===== config.mk =====
export PLATFORM = sky130hd
export DESIGN_NAME = serial_acc_ctrl
export DESIGN_NICKNAME = d
export VERILOG_FILES = /design/src/rtl/serial_acc_ctrl.sv
export SDC_FILE = /design/constraint.sdc
export NUM_CORES = 1
export LEC_CHECK = 0
export BUFFER_PORTS_ARGS = -buffer_cell sky130_fd_sc_hd__buf_4
export CAP_MARGIN = 20
export CORE_MARGIN = 8
export CORE_UTILIZATION = 35
export DETAILED_ROUTE_END_ITERATION = 7
export PLACE_DENSITY = 0.5
export SYNTH_ARGS = -nofsm -noshare
export SYNTH_HDL_FRONTEND = slang
export SYNTH_SLANG_ARGS = --single-unit

===== constraint.sdc =====
create_clock -name clk -period 2.6 [get_ports clk]
set_input_delay 0.52 -clock clk [delete_from_list [all_inputs] [get_ports clk]]
set_output_delay 0.52 -clock clk [all_outputs]
set_load 0.005 [all_outputs]

===== src/rtl/serial_acc_ctrl.sv =====
// serial_acc_ctrl
// ---------------
// Accumulates N_TERMS signed operands into an ACC_W-bit accumulator.
// A single 1-bit full-adder slice is reused for every bit, so each
// operand takes ACC_W cycles to add. Bits are processed LSB first.
//
// Ports
//   clk        rising-edge clock
//   rst_n      asynchronous active-low reset; aborts any run in progress
//   start      begins a run; only sampled in IDLE
//   in_data    signed operand (DATA_W bits)
//   in_valid   operand available
//   in_ready   block accepts an operand (high only in WAIT_IN)
//   out_acc    accumulated result; stays stable while out_valid is high
//   out_valid  result available
//   out_ready  consumer accepts the result
//   busy       high in any state other than IDLE
//   overflow   sticky signed overflow flag for the current run
//
// Handshake semantics: a transfer happens on a rising clock edge where
// valid and ready are both high. The sender holds data stable until it
// transfers. The receiver may hold ready low for any number of cycles.
module serial_acc_ctrl #(
  parameter int DATA_W  = 8,
  parameter int ACC_W   = 16,
  parameter int N_TERMS = 4
) (
  input  logic              clk,
  input  logic              rst_n,
  input  logic              start,
  input  logic [DATA_W-1:0] in_data,
  input  logic              in_valid,
  output logic              in_ready,
  output logic [ACC_W-1:0]  out_acc,
  output logic              out_valid,
  input  logic              out_ready,
  output logic              busy,
  output logic              overflow
);

  localparam int BIT_W  = (ACC_W > 1) ? $clog2(ACC_W) : 1;
  localparam int TERM_W = $clog2(N_TERMS + 1);

  typedef enum logic [1:0] {
    IDLE    = 2'd0,
    WAIT_IN = 2'd1,
    ADD     = 2'd2,
    OUTPUT  = 2'd3
  } state_t;

  state_t            state;
  logic [ACC_W-1:0]  acc;
  logic [ACC_W-1:0]  op;
  logic              carry;
  logic [BIT_W-1:0]  bit_cnt;
  logic [TERM_W-1:0] term_cnt;

  // Full-adder slice working on the current LSBs
  logic             sum_bit;
  logic             carry_nxt;
  logic [ACC_W-1:0] acc_nxt;
  logic             last_bit;
  logic             last_term;

  always_comb begin
    sum_bit   = acc[0] ^ op[0] ^ carry;
    carry_nxt = (acc[0] & op[0]) | (acc[0] & carry) | (op[0] & carry);
    // Rotating the sum into the MSB leaves the result aligned after ACC_W steps
    acc_nxt   = {sum_bit, acc[ACC_W-1:1]};
    last_bit  = (bit_cnt == BIT_W'(ACC_W - 1));
    last_term = (term_cnt == TERM_W'(N_TERMS - 1));
  end

  assign in_ready = (state == WAIT_IN);
  assign busy     = (state != IDLE);

  always_ff @(posedge clk or negedge rst_n) begin
    if (!rst_n) begin
      state     <= IDLE;
      acc       <= '0;
      op        <= '0;
      carry     <= 1'b0;
      bit_cnt   <= '0;
      term_cnt  <= '0;
      overflow  <= 1'b0;
      out_acc   <= '0;
      out_valid <= 1'b0;
    end else begin
      case (state)
        IDLE: begin
          if (start) begin
            acc      <= '0;
            term_cnt <= '0;
            overflow <= 1'b0;
            out_acc  <= '0;
            state    <= WAIT_IN;
          end
        end

        WAIT_IN: begin
          if (in_valid) begin
            op      <= ACC_W'($signed(in_data));
            carry   <= 1'b0;
            bit_cnt <= '0;
            state   <= ADD;
          end
        end

        ADD: begin
          acc     <= acc_nxt;
          op      <= op >> 1;
          carry   <= carry_nxt;
          bit_cnt <= bit_cnt + 1'b1;
          if (last_bit) begin
            // Signed overflow: carry into the sign bit differs from carry out
            overflow <= overflow | (carry ^ carry_nxt);
            term_cnt <= term_cnt + 1'b1;
            if (last_term) begin
              out_acc   <= acc_nxt;
              out_valid <= 1'b1;
              state     <= OUTPUT;
            end else begin
              state <= WAIT_IN;
            end
          end
        end

        OUTPUT: begin
          // start is deliberately ignored here; a new run needs start in IDLE
          if (out_ready) begin
            out_valid <= 1'b0;
            state     <= IDLE;
          end
        end

        default: state <= IDLE;
      endcase
    end
  end

endmodule


==> summary.txt <==
Status - finished, final reports clean
Most frequent cells in the layout - dfrtp_1 (60), buf_4 (40), nand2_1 (22)
MaxCap Viol Count - 0
Slowest CP cell - dfrtp_1
Post-route cell area - 3220 um^2
Routability cong. - 0.679
Cells after Synth - 236
Synth top area cells - dfrtp_1 (55%), a22o_1 (5.7%), mux2_2 (5.3%), nand4_1 (3.6%), o21ai_0 (3.6%)
Share of Yosys cell area claimed by the top area cell type - 54.7%
Row cnt - 32
DRC viols - 0
Seq/Total Area, Yosys - 54.7%
Detailed Place HPWL - 3.68 mm
Post-layout util - 42.1%
Num CTS Buffers - 9
Root buf cell - clkbuf_8
Crit. End Element - primary output
Fillers - 767
Vias - 1,885
Critical path arrival - 1.40 ns
Post-CTS Setup Bufs - 0
Unrepaired setup endpoints after global routing - false
Port Buf Inserts - 32
Hold buffer count at cts - 0
Max Root-Sink Buffers - 2
R2R Path Start - state[0]
ANT nets after route - 0
Post-CTS Resized - 0
P_leak - 1.50 nW
Router iterations before antenna repair - 4
Placed insts - 355
Avg Inst Size Synth - 11.6 um^2
YS warnings - 0
Post-synth EDFFs - 0
CP dominant cell by count - buf_4
Finished Layout Cells - 370
Num Clock Sinks - 60
Vias/cell - 5.09
Ports - 33
Slew Viols, Final - 0
Vias in the first global route - 2,023
Worst path cell trace - buf_4, or2_2, buf_4
R2r setup slk - 0.68 ns
Largest fanout on the critical path - 27
GR Util All Layers - 11.1%
Htree depth - 3
Area growth, synth to finish - 17.2%
Setup_tns - 0 ns
CTS tree - built
IR drop worst, VDD - 0.440 mV
Least-Margin Pin Slew - 0.782 ns
Nets - 281
Synth cell types - 35
Die area - 10,900 um^2
Cells on worst reg2reg path - 4
Clk Latency, worst-skew pair - 0.32 ns
Crit path largest cell delay - 0.41 ns
Mapped Area - 2750 um^2
Post-DP Area - 3050 um^2
Register Area - 1500 um^2
Syn_nets - 253
Area of the multi-input gates - 1120 um^2
1st-iter DRT viols - 80
Core area - 7650 um^2
WL per Instance - 15.4 um
Share of cells above drive strength 1 - 28.7%
Final Skew - 0.00428 ns
Overflow after GRT - 0
Hold crit path type - in2async
First-pass GRT wire length - 10.2 mm
Top_reg_cell synth - dfrtp_1
Final Hold Viols - 0
Final period util - 73.9%
Crit Path Class - reg2out
Initial antenna violation count - 0
Worst reg2reg path endpoint - op[3]
Die Y - 105 um
Pin count of the biggest net entering global routing - 61
# diodes - 0
PD cells - 928 nW/um^2
Largest area contributor in the netlist - dfrtp_1
WP data required - 2.08 ns
Relative slew slack - 47.9%
Final setup vio count - 0
Commonest non-fill, non-tap cell in the layout - dfrtp_1
Seq cells post-synth - 60
Asr flop ratio synth - 100%
Fmax - 0.520 GHz
Worst Setup Start Kind - flip-flop
Initial Util - 35.9%
Min Tclk post-route - 1.92 ns
Clock-pin slew on the worst setup and hold paths - 0.06 ns
Drt total wl - 5.72 mm
Die width - 105 um
-- synthesized netlist by cell type, drive strengths merged (3+ instances only) --
cell,count
dfrtp,60
o21ai,26
nand2,22
mux2,19
a22o,18
buf,18
nand4,16
mux2i,8
nand3,6
o211ai,6
clkbuf,5
nor2b,5
a21oi,4
and3,3
ha,3
-- critical path: cells and delay by family, from the launching register on --
| family | cells | cell delay (ns) |
|---|---|---|
| DFF | 1 | 0.41 |
| buffers and inverters | 2 | 0.37 |
| and+or+nand+nor | 1 | 0.31 |
-- worst max-delay path by stage --
| stage | end | slack, ns | from | depth (start not counted) |
|---|---|---|---|---|
| floorplan | out_valid | 1.00 | term_cnt[0] | 7 |
| CTS | busy | 0.66 | state[0] | 3 |
| global route | out_acc[6] | 0.49 | state[0] | 4 |
| global placement | op[1] | 0.67 | in_valid | 4 |
| detailed placement | op[10] | 0.65 | in_valid | 4 |
| finish | busy | 0.68 | state[0] | 3 |
-- stage by stage --
step	worst slack, ns	hold slack [ns]	power (W)
finish	0.678	0.257	0.00299
global route	0.488	0.342	0.00320
CTS	0.655	0.302	0.00304
detailed placement	0.654	0.472	0.00229
global placement	0.667	0.473	0.00227
floorplan	1.00	0.224	0.00208
-- flip-flops by register name, indices dropped and copies added, names as in the netlist --
register / count
state: 2
carry: 1
acc: 16
term_cnt: 3
op: 16
out_acc: 16
overflow: 1
out_valid: 1
bit_cnt: 4
-- area by class of cell --
cell class / instances / share of cell area (%)
clock buffer: 13 / 4.94
clock inverter: 2 / 0.311
inverter: 1 / 0.117
multi-input combinational: 152 / 34.7
sequential: 60 / 46.6
tap: 102 / 3.96
timing repair buffer: 40 / 9.33
-- where the power goes --
part           switching, W  internal, W
registers          0.000142      0.00114
clock network      0.000344     0.000390
logic              0.000508     0.000467
total              0.000994      0.00199
-- cell families (layout without fill, tap and decap cells) --
kind of cell	after synthesis	in the layout	synth area share, %
XOR/XNOR	1	1	0.319
AND/OR/NAND/NOR	58	58	11.2
adder cells (fa/ha/maj)	4	4	2.10
flip-flops	60	60	54.7
AO/OA/AOI/OAI	62	62	15.3
buffers and inverters	24	56	4.92
multiplexers	27	27	11.5
-- layer usage --
layer / track usage [%] / share of wire [%] / routed length [um] / up-vias
li1: - / - / - / 918
met1: 15.3 / 50 / 2860 / 924
met4: 3.36 / 0.66 / 38 / 0
met3: 3.38 / 4.6 / 262 / 4
met5: 0 / 0 / 0 / -
met2: 16.3 / 45 / 2560 / 39
No activity file was read; power rests on OpenSTA's default activity.
